===== src/rtl/aes_sync_key_loader.sv =====
// aes_sync_key_loader: assembles a 128-bit sync + 128-bit key header from a word stream into one output beat
//   i_clk, i_rst_n           : clock, asynchronous active-low reset
//   i_hdr_valid/o_hdr_rdy    : header word handshake; i_hdr_sop/i_hdr_eop/i_hdr_data carry the word
//   o_sk_valid/i_sk_rdy      : output handshake; o_sk_sop/o_sk_eop/o_sk_sync/o_sk_key form the single beat
//   o_same_sync              : held output's sync equals the last delivered sync
//   o_short_err/o_long_err/o_sop_err/o_orphan_err/o_drop_same : one-cycle event pulses
//   o_hdr_cnt                : delivered header count, wrapping
module aes_sync_key_loader #(
  parameter int DATA_W = 32,
  parameter bit DROP_SAME_SYNC = 1'b0,
  parameter int CNT_W = 16
) (
  input  logic              i_clk,
  input  logic              i_rst_n,
  input  logic              i_hdr_valid,
  output logic              o_hdr_rdy,
  input  logic              i_hdr_sop,
  input  logic              i_hdr_eop,
  input  logic [DATA_W-1:0] i_hdr_data,
  output logic              o_sk_valid,
  input  logic              i_sk_rdy,
  output logic              o_sk_sop,
  output logic              o_sk_eop,
  output logic [127:0]      o_sk_sync,
  output logic [127:0]      o_sk_key,
  output logic              o_same_sync,
  output logic              o_short_err,
  output logic              o_long_err,
  output logic              o_sop_err,
  output logic              o_orphan_err,
  output logic              o_drop_same,
  output logic [CNT_W-1:0]  o_hdr_cnt
);
  localparam int N = 128 / DATA_W;
  localparam int NW = 2 * N;
  localparam int CW = $clog2(NW) + 1;
  typedef enum logic [1:0] {IDLE, COLLECT, DROP, HOLD} state_t;
  state_t           r_state;
  logic [CW-1:0]    r_cnt;
  logic [255:0]     r_fld;
  logic [127:0]     r_last_sync;
  logic             r_last_vld;
  logic             r_rdy;
  logic             r_vld;
  logic             r_short_err;
  logic             r_long_err;
  logic             r_sop_err;
  logic             r_orphan_err;
  logic             r_drop_same;
  logic [CNT_W-1:0] r_hdr_cnt;
  logic             w_acc;
  logic             w_last;
  logic             w_match;
  logic [7:0]       w_pos;
  assign w_acc   = i_hdr_valid & r_rdy;
  assign w_last  = r_cnt == CW'(NW - 1);
  assign w_match = r_last_vld & (r_fld[255:128] == r_last_sync);
  // sync and key form one 256-bit register so word i always lands MSB-first at 255-i*DATA_W
  assign w_pos   = 8'(255 - DATA_W * int'(r_cnt));
  assign o_hdr_rdy    = r_rdy;
  assign o_sk_valid   = r_vld;
  assign o_sk_sop     = r_vld;
  assign o_sk_eop     = r_vld;
  assign o_sk_sync    = r_fld[255:128];
  assign o_sk_key     = r_fld[127:0];
  assign o_same_sync  = r_vld & w_match;
  assign o_short_err  = r_short_err;
  assign o_long_err   = r_long_err;
  assign o_sop_err    = r_sop_err;
  assign o_orphan_err = r_orphan_err;
  assign o_drop_same  = r_drop_same;
  assign o_hdr_cnt    = r_hdr_cnt;
  always_ff @(posedge i_clk or negedge i_rst_n)
    if (!i_rst_n) begin
      r_state      <= IDLE;
      r_cnt        <= '0;
      r_fld        <= '0;
      r_last_sync  <= '0;
      r_last_vld   <= 1'b0;
      r_rdy        <= 1'b0;
      r_vld        <= 1'b0;
      r_short_err  <= 1'b0;
      r_long_err   <= 1'b0;
      r_sop_err    <= 1'b0;
      r_orphan_err <= 1'b0;
      r_drop_same  <= 1'b0;
      r_hdr_cnt    <= '0;
    end else begin
      r_short_err  <= 1'b0;
      r_long_err   <= 1'b0;
      r_sop_err    <= 1'b0;
      r_orphan_err <= 1'b0;
      r_drop_same  <= 1'b0;
      r_rdy        <= 1'b1;
      case (r_state)
        IDLE: if (w_acc) begin
          if (!i_hdr_sop) r_orphan_err <= 1'b1;
          else if (i_hdr_eop) r_short_err <= 1'b1;
          else begin
            r_fld[255 -: DATA_W] <= i_hdr_data;
            r_cnt <= CW'(1);
            r_state <= COLLECT;
          end
        end
        COLLECT: if (w_acc) begin
          if (i_hdr_sop) begin
            r_sop_err <= 1'b1;
            r_fld[255 -: DATA_W] <= i_hdr_data;
            r_cnt <= CW'(1);
            if (i_hdr_eop) r_state <= IDLE;
          end else if (i_hdr_eop && !w_last) begin
            r_short_err <= 1'b1;
            r_state <= IDLE;
          end else if (!i_hdr_eop && w_last) begin
            r_long_err <= 1'b1;
            r_state <= DROP;
          end else begin
            r_fld[w_pos -: DATA_W] <= i_hdr_data;
            r_cnt <= r_cnt + CW'(1);
            if (w_last) begin
              // the final word is always a key word, so the sync is complete for the repeat test
              r_state <= HOLD;
              r_rdy <= 1'b0;
              r_vld <= !(DROP_SAME_SYNC && w_match);
              r_drop_same <= DROP_SAME_SYNC && w_match;
            end
          end
        end
        DROP: if (w_acc && i_hdr_eop) r_state <= IDLE;
        HOLD: begin
          r_cnt <= '0;
          if (!r_vld) r_state <= IDLE;
          else if (i_sk_rdy) begin
            r_last_sync <= r_fld[255:128];
            r_last_vld <= 1'b1;
            r_hdr_cnt <= r_hdr_cnt + CNT_W'(1);
            r_vld <= 1'b0;
            r_state <= IDLE;
          end else r_rdy <= 1'b0;
        end
        default: r_state <= IDLE;
      endcase
    end
endmodule


===== config.mk =====
export PLATFORM = sky130hd
export DESIGN_NAME = aes_sync_key_loader
export DESIGN_NICKNAME = d
export VERILOG_FILES = /design/src/rtl/aes_sync_key_loader.sv
export SDC_FILE = /design/constraint.sdc
export NUM_CORES = 1
export LEC_CHECK = 0
export CAP_MARGIN = 10
export CORE_MARGIN = 3
export CORE_UTILIZATION = 50
export CTS_CLUSTER_SIZE = 30
export DETAILED_ROUTE_END_ITERATION = 10
export GPL_ROUTABILITY_DRIVEN = 0
export MAX_ROUTING_LAYER = met4
export PLACE_DENSITY = 0.79
export SLEW_MARGIN = 20
export SYNTH_ARGS = -nofsm -noshare
export SYNTH_HDL_FRONTEND = slang
export SYNTH_SLANG_ARGS = --single-unit

===== constraint.sdc =====
create_clock -name i_clk -period 2.9 [get_ports i_clk]
set_clock_uncertainty 0.15 [all_clocks]
set_input_delay 0.58 -clock i_clk [delete_from_list [all_inputs] [get_ports i_clk]]
set_output_delay 0.58 -clock i_clk [all_outputs]
set_load 0.005 [all_outputs]

==> results of run 1 <==
-- logic make-up after synthesis --
group / count (synthesis) / synth area share
multiplexers: 1 / 0.000636
XOR/XNOR: 91 / 0.0450
AND/OR/NAND/NOR: 930 / 0.219
other: 1 / 0.000212
flip-flops: 413 / 0.583
adder cells (fa/ha/maj): 12 / 0.00848
AO/OA/AOI/OAI: 348 / 0.108
buffers and inverters: 147 / 0.0355
-- state kept, by name, indices dropped and copies added, names as in the netlist --
| register | cells |
|---|---|
| r_fld | 256 |
| r_last_sync | 128 |
| o_hdr_cnt | 16 |
| r_cnt | 4 |
| r_state | 2 |
| o_hdr_rdy | 1 |
| o_long_err | 1 |
| o_orphan_err | 1 |
| o_short_err | 1 |
| o_sk_eop | 1 |
| o_sop_err | 1 |
| r_last_vld | 1 |
-- metal layers --
layer  GRT usage  vias to the layer above  part of all wire
met3      0.0765                      198             0.093
met5           -                        -                 0
met2       0.529                      819              0.46
met1       0.422                     7795              0.38
li1            -                     7236                 -
met4       0.185                        0             0.066
-- power by group --
group | switching [mW] | internal (mW)
registers | 0.529 | 6.34
clock network | 2.27 | 3.27
logic | 2.66 | 2.31
-- per-stage QoR --
stage	TNS (ns)	power, mW
after floorplan	0	8.71
after global placement	-0.157	11.7
after detailed placement	-0.288	11.8
after CTS	-0.247	17.4
after global routing	-0.378	18.0
final	-0.312	17.4
-- cell usage after synthesis, types with 3 or more instances --
cell type and n:
sky130_fd_sc_hd__and4_1 3, sky130_fd_sc_hd__ha_1 12, sky130_fd_sc_hd__nor4_1 11, sky130_fd_sc_hd__a2111o_1 11, sky130_fd_sc_hd__nor3_1 6, sky130_fd_sc_hd__nand2b_1 24
sky130_fd_sc_hd__clkbuf_1 61, sky130_fd_sc_hd__nor2_1 14, sky130_fd_sc_hd__o22ai_1 11, sky130_fd_sc_hd__and3_1 5, sky130_fd_sc_hd__o21ai_1 273, sky130_fd_sc_hd__nand2_1 783
sky130_fd_sc_hd__nand3_1 8, sky130_fd_sc_hd__xor2_1 8, sky130_fd_sc_hd__nand4_1 24, sky130_fd_sc_hd__o21ai_0 24, sky130_fd_sc_hd__a21oi_1 5, sky130_fd_sc_hd__buf_1 5
sky130_fd_sc_hd__buf_2 31, sky130_fd_sc_hd__o2111ai_1 7, sky130_fd_sc_hd__nand3_2 3, sky130_fd_sc_hd__xnor2_1 83, sky130_fd_sc_hd__inv_2 3, sky130_fd_sc_hd__buf_4 4
sky130_fd_sc_hd__buf_6 3, sky130_fd_sc_hd__inv_1 40, sky130_fd_sc_hd__nor2b_1 35, sky130_fd_sc_hd__dfrtp_1 413
-- worst register-to-register path, delay by kind of cell (launching register included) --
kind	cells	cell delay, ns
flip-flops	1	0.39
AO/OA/AOI/OAI	4	0.87
buffers and inverters	2	0.31
adder cells (fa/ha/maj)	2	0.46
AND/OR/NAND/NOR	3	0.37
-- what timing repair did --
item | 4_1_cts | 5_1_grt
pin swaps | 6 | 3
hold buffers | 1 | 0
setup endpoints to repair | 1 | 33
hold endpoints to repair | 53 | 0
setup buffers | 0 | 1
resized for setup | 11 | 2
-- final cells by class --
type	instances	area, um2	share of cell area
flip-flops and latches	413	10300	0.427
multi-input cells	1383	6820	0.282
repair buffers	505	4880	0.202
clock buffers	66	1310	0.0540
well taps	455	569	0.0235
inverters	43	161	0.00668
clock inverters	12	113	0.00466
-- worst paths after layout --
kind | slack [ns] | startpoint | cells after the start | end
min in group asynchronous | 0.47 | i_rst_n | 2 | r_fld[230]
setup reg to reg | 0.21 | r_cnt[0] | 11 | r_fld[246]
hold / removal | 0.32 | r_last_vld | 1 | r_last_vld
max in group asynchronous | 1.30 | i_rst_n | 3 | r_fld[30]
hold reg to reg | 0.32 | r_last_vld | 1 | r_last_vld
setup / recovery | -0.31 | r_last_sync[75] | 6 | o_same_sync
==> summary.txt, run 1 <==
PWR
--------------------------------------------------------------------------------------------------------
Worst IR drop on VDD                                                                            0.526 mV
Power density relative to cell area                                                           719 nW/um2
Pleak                                                                                            11.1 nW

STA
--------------------------------------------------------------------------------------------------------
Timing-limited maximum frequency                                                                 311 MHz
Number of max-slew violations in the final report                                                      0
Measured slew at the worst slew-check pin                                                       0.822 ns
Final-report hold violation count                                                                      0
Time the worst path needs with I/O delays and setup                                              3.21 ns
Share of the clock period used by the worst path after layout                                       1.11
Final WS setup                                                                                 -0.312 ns
Worst relative slew slack                                                                          0.450
Count of endpoints failing setup in the final report                                                   1
Fin Hold WS                                                                                     0.324 ns
Setup repair after global routing missed its margin                                                  yes

YOSYS
--------------------------------------------------------------------------------------------------------
Post-synthesis instance area                                                                   17700 um2
Post-synthesis average cell area                                                                9.12 um2
Count of distinct cell types in the synthesized netlist                                               55
Cell taking the most area after synthesis                                                   sky130_fd_sc_hd__dfrtp_1
Net count after synthesis                                                                           1993
Sequential-to-total area share from yosys stat                                                     0.583
Area share of the leading cell type in the synthesized netlist                                     0.583
Most instantiated flip-flop cell in the synthesis netlist                                   sky130_fd_sc_hd__dfrtp_1
Flip-flop and latch count after synthesis                                                            413
Gate count of the mapped netlist                                                                    1943
Count of flip-flops with a built-in enable after synthesis                                             0
Top cells by area in the synthesized netlist                                                sky130_fd_sc_hd__dfrtp_1 58%, sky130_fd_sc_hd__nand2_1 17%, sky130_fd_sc_hd__o21ai_1 7.7%, sky130_fd_sc_hd__xnor2_1 4.1%, sky130_fd_sc_hd__clkbuf_1 1.3%
Ys async rst share                                                                                  1.00
Yosys warning total                                                                                    0

CLOCK NETWORK
--------------------------------------------------------------------------------------------------------
Max clock buf depth                                                                                    3
Post-CTS clock slew at the launch and capture registers of the worst setup and hold paths        0.06 ns
TritonCTS clock tree                                                                               built
Clk sinks                                                                                            413
# H-tree levels                                                                                        2
Clock root buffer                                                                           sky130_fd_sc_hd__clkbuf_16
Clock latency reported for the late side of the worst-skew pair                                  0.54 ns
CTS Buf Count                                                                                         43

STATUS
--------------------------------------------------------------------------------------------------------
Result of the run                                                                           finished with violations
Violated checks                                                                             negative setup slack

WORST SETUP PATH
--------------------------------------------------------------------------------------------------------
Critical path data arrival time                                                                  2.48 ns
Critical Path Sink Type                                                                      output port
Maximum single-stage delay on the critical path                                                  0.40 ns
Buffers & Inverters on Critical Path                                                                   1
Cell with the biggest individual delay on the critical path                                 sky130_fd_sc_hd__dfrtp_1
Critical path peak fanout                                                                              2
Worst-path cell chain                                                                       xnor2_1, nand4_1, nor3_2, nand4_1, nor4_2, buf_2
Top Family by Delay on Critical Path                                                        simple AND/OR/NAND/NOR gates
Cell mode on critical path                                                                  sky130_fd_sc_hd__nand4_1
Data required, critical path                                                                     2.17 ns
Critical path type                                                                            reg -> out
Crit path launch type                                                                           register

FINAL LAYOUT
--------------------------------------------------------------------------------------------------------
Ratio of cells with drive above 1 in the final layout                                              0.118
Most common library cell in the layout ignoring fill and taps                               sky130_fd_sc_hd__nand2_1
Commonest cells after routing, fill and taps aside                                          783 x sky130_fd_sc_hd__nand2_1, 413 x sky130_fd_sc_hd__dfrtp_1, 316 x sky130_fd_sc_hd__clkdlybuf4s50_1, 273 x sky130_fd_sc_hd__o21ai_1, 163 x sky130_fd_sc_hd__buf_4
Post-layout util                                                                                   0.696
Number of nets in the layout                                                                        2439
Cell area after layout                                                                         24200 um2
Finished Layout Cells                                                                               2877
Antenna Diode Count                                                                                    0
Syn-to-layout area delta                                                                           36.5%
Filler cells                                                                                        2576

ROUTING
--------------------------------------------------------------------------------------------------------
Vias after detailed routing                                                                        16000
Remaining DRCs                                                                                         0
Number of detailed-routing iterations run before antenna repair                                        6
Average routed wire per standard cell                                                            22.2 um
Iter 0 DRT Violations                                                                               1341
Final wirelength                                                                                63700 um
Number of nets still failing antenna checks after routing                                              0
Mean number of vias per cell                                                                        5.58

PLACEMENT
--------------------------------------------------------------------------------------------------------
Number of buffers added on ports                                                                     318
Total instance count after detailed placement                                                       2797
Total half-perimeter wirelength after legalization and detailed placement                       45200 um
Cell area after placement                                                                      22700 um2
Pre-CTS worst setup slack                                                                      -0.165 ns

DIE
--------------------------------------------------------------------------------------------------------
Width of the die                                                                                  194 um
IO Pins                                                                                              320
Initial core utilization                                                                           0.510
Count of standard-cell rows                                                                           68
Area of the core region                                                                        34700 um2
Total Die Area                                                                                 37700 um2
Y dimension of the die                                                                            194 um

FLOW RUN
--------------------------------------------------------------------------------------------------------
Max Cap Viol                                                                                           0

GRT
--------------------------------------------------------------------------------------------------------
Via count of the first global-routing pass                                                         15900
All-layer global routing usage                                                                     0.342
Wire length of the first global-routing pass                                                    96000 um
Remaining global-route overflow                                                                        0
Maximum number of pins on one net before global-route repair                                          83
Initial antenna violation count                                                                        0

WORST HOLD PATH
--------------------------------------------------------------------------------------------------------
Type of the most critical hold path                                                           reg -> reg

No activity file was read; power rests on OpenSTA's default activity.
==> inputs of run 2 (changes only) <==
--- a/config.mk
+++ b/config.mk
@@ -6,7 +6,6 @@
 export NUM_CORES = 1
 export LEC_CHECK = 0
 export CAP_MARGIN = 10
-export CORE_MARGIN = 3
 export CORE_UTILIZATION = 50
 export CTS_CLUSTER_SIZE = 30
 export DETAILED_ROUTE_END_ITERATION = 10
==> summary.txt, run 2 (same netlist as run 1, synthesis figures left out) <==
CLOCK NETWORK
--------------------------------------------------------------------------------------------------------
CTS Buf Count                                                                                         43   unchanged
TritonCTS clock tree                                                                               built
Max clock buf depth                                                                                    3   unchanged
Clock latency reported for the late side of the worst-skew pair                                  0.55 ns   about the same
# H-tree levels                                                                                        2   unchanged
Clock root buffer                                                                           sky130_fd_sc_hd__clkbuf_16
Post-CTS clock slew at the launch and capture registers of the worst setup and hold paths        0.06 ns   about the same
Clk sinks                                                                                            413   unchanged

STATUS
--------------------------------------------------------------------------------------------------------
Result of the run                                                                           finished with violations
Violated checks                                                                             negative setup slack

GRT
--------------------------------------------------------------------------------------------------------
Via count of the first global-routing pass                                                         15900   +0.23%
Maximum number of pins on one net before global-route repair                                          72   -13%
Remaining global-route overflow                                                                        0   unchanged
All-layer global routing usage                                                                     0.364   +0.0222
Initial antenna violation count                                                                        1   +1
Wire length of the first global-routing pass                                                    94600 um   -1.4%

WORST SETUP PATH
--------------------------------------------------------------------------------------------------------
Crit path launch type                                                                           register
R2r endpoint                                                                                  r_fld[253]
Setup slack of the worst register-to-register path                                               0.06 ns   -0.15 ns
Cell with the biggest individual delay on the critical path                                 sky130_fd_sc_hd__dfrtp_1
Register-to-Register Path Depth                                                                       11   unchanged
Maximum single-stage delay on the critical path                                                  0.41 ns   about the same
Top Family by Delay on Critical Path                                                        simple AND/OR/NAND/NOR gates
Cell mode on critical path                                                                  sky130_fd_sc_hd__nand4_1
Data required, critical path                                                                     2.17 ns   about the same
Critical Path Sink Type                                                                      output port
Reg2Reg Launch Point                                                                            r_cnt[0]
Worst-path cell chain                                                                       xnor2_2, nand4_1, nor4_2, buf_4, nand4_1, nor4_4, buf_2
Critical path data arrival time                                                                  2.46 ns   -0.02 ns
Critical path peak fanout                                                                              2   unchanged
Buffers & Inverters on Critical Path                                                                   2   +1
Critical path type                                                                            reg -> out

FINAL LAYOUT
--------------------------------------------------------------------------------------------------------
Filler cells                                                                                        2580   +0.16%
Number of flip-flops in the largest register                                                         256   unchanged
Register with the most flip-flops                                                                  r_fld
Most common library cell in the layout ignoring fill and taps                               sky130_fd_sc_hd__nand2_1
Cell area after layout                                                                         24200 um2   +0.18%
Post-layout util                                                                                   0.698   +0.00122
Syn-to-layout area delta                                                                           36.7%
Total area of multi-input combinational cells                                                   6880 um2   +0.99%
Flip-flop and latch area                                                                       10300 um2   unchanged
Finished Layout Cells                                                                               2876   -0.035%
Number of nets in the layout                                                                        2440   +0.041%
Ratio of cells with drive above 1 in the final layout                                              0.122   +0.00387
Commonest cells after routing, fill and taps aside                                          783 x sky130_fd_sc_hd__nand2_1, 413 x sky130_fd_sc_hd__dfrtp_1, 316 x sky130_fd_sc_hd__clkdlybuf4s50_1, 273 x sky130_fd_sc_hd__o21ai_1, 165 x sky130_fd_sc_hd__buf_4

WORST HOLD PATH
--------------------------------------------------------------------------------------------------------
Worst min-delay path endpoint                                                               o_hdr_cnt[15]
Launch point of the worst hold path                                                         o_hdr_cnt[15]
Hold Crit Depth                                                                                        1   unchanged
Type of the most critical hold path                                                           reg -> reg

FLOW RUN
--------------------------------------------------------------------------------------------------------
Max Cap Viol                                                                                           0   unchanged

STA
--------------------------------------------------------------------------------------------------------
Timing-limited maximum frequency                                                                 314 MHz   +0.75%
Total negative setup slack                                                                     -0.288 ns   +0.0239 ns
Measured slew at the worst slew-check pin                                                       0.852 ns   +0.0301 ns
Share of the clock period used by the worst path after layout                                       1.10   -0.00825
Worst relative slew slack                                                                          0.430   -0.0201
Time the worst path needs with I/O delays and setup                                              3.19 ns   -0.0239 ns
Final WS setup                                                                                 -0.288 ns   +0.0239 ns
Number of max-slew violations in the final report                                                      0   unchanged
Setup repair after global routing missed its margin                                                  yes
Count of endpoints failing setup in the final report                                                   1   unchanged
Final-report hold violation count                                                                      0   unchanged

PWR
--------------------------------------------------------------------------------------------------------
Pleak                                                                                            11.1 nW   about the same
Power density relative to cell area                                                           715 nW/um2   -0.58%
Power, Total                                                                                     17.3 mW   -0.40%
Worst IR drop on VDD                                                                            0.448 mV   -15%

ROUTING
--------------------------------------------------------------------------------------------------------
Iter 0 DRT Violations                                                                               1493   +11%
Number of nets still failing antenna checks after routing                                              0   unchanged
Final wirelength                                                                                62800 um   -1.5%
Average routed wire per standard cell                                                            21.8 um   -1.4%
Remaining DRCs                                                                                         0   unchanged
Vias after detailed routing                                                                        15900   -0.98%
Number of detailed-routing iterations run before antenna repair                                        5   -1
Mean number of vias per cell                                                                        5.53   -0.95%

DIE
--------------------------------------------------------------------------------------------------------
Total Die Area                                                                                 36200 um2   -4.1%
Count of standard-cell rows                                                                           68   unchanged
Width of the die                                                                                  190 um   -2.1%
Initial core utilization                                                                           0.510   unchanged
IO Pins                                                                                              320   unchanged
Area of the core region                                                                        34700 um2   unchanged
Y dimension of the die                                                                            190 um   -2.1%

PLACEMENT
--------------------------------------------------------------------------------------------------------
Total instance count after detailed placement                                                       2798   +0.036%
Number of buffers added on ports                                                                     318   unchanged
Cell area after placement                                                                      22700 um2   about the same
Total half-perimeter wirelength after legalization and detailed placement                       44000 um   -2.6%

run 2: cell types whose count changed in the layout (fill, tap and decap cells not counted), sizes merged:
| cell | change |
|---|---|
| clkinv | +1 |
| diode | +2 |
| buf | +1 |
| inv | +1 |
| bufinv | -1 |
| clkbuf | -5 |
run 2: power breakdown:
part           internal [mW]  switching [mW]  total, mW
logic                   2.34            2.61       4.95
clock network           3.19            2.30       5.49
registers               6.34           0.529       6.87
total                   11.9            5.44       17.3
run 2: final cells by class:
cell class                      instances  share of cell area
Multi-Input combinational cell       1383               0.284
Tap cell                              455              0.0235
Clock buffer                           61              0.0535
Clock inverter                         13             0.00398
Sequential cell                       413               0.427
Timing Repair Buffer                  506               0.201
Antenna cell                            2            0.000207
Inverter                               43             0.00666
run 2: worst max path at each step:
stage                startpoint          end  cells after the start
2_1_floorplan          r_cnt[0]   r_fld[226]                     12
3_3_place_gp   r_last_sync[112]  o_same_sync                      6
3_5_place_dp   r_last_sync[112]  o_same_sync                      6
4_1_cts         r_last_sync[48]  o_same_sync                      7
5_1_grt              r_fld[176]  o_same_sync                      7
6_report             r_fld[176]  o_same_sync                      7
run 2: metal layers:
layer,share of wire,global-route usage
met5,0,-
met3,0.097,0.0799
met1,0.38,0.450
met2,0.46,0.553
met4,0.067,0.212
run 2: timing repair:
action                     in CTS  in global routing
hold endpoints to repair       61                  0
hold buffers                    1                  0
cloned                          0                  0
pin swaps                       9                  7
setup buffers                   1                  0
setup endpoints to repair       1                  1
gates resized for setup        12                  9
run 2: through the flow:
stage                     hold slack, ns  setup slack, ns
after global placement             0.300           -0.145
after CTS                          0.320           -0.228
after floorplan                    0.134            0.385
after global routing               0.330           -0.331
final                              0.316           -0.288
after detailed placement           0.315           -0.158
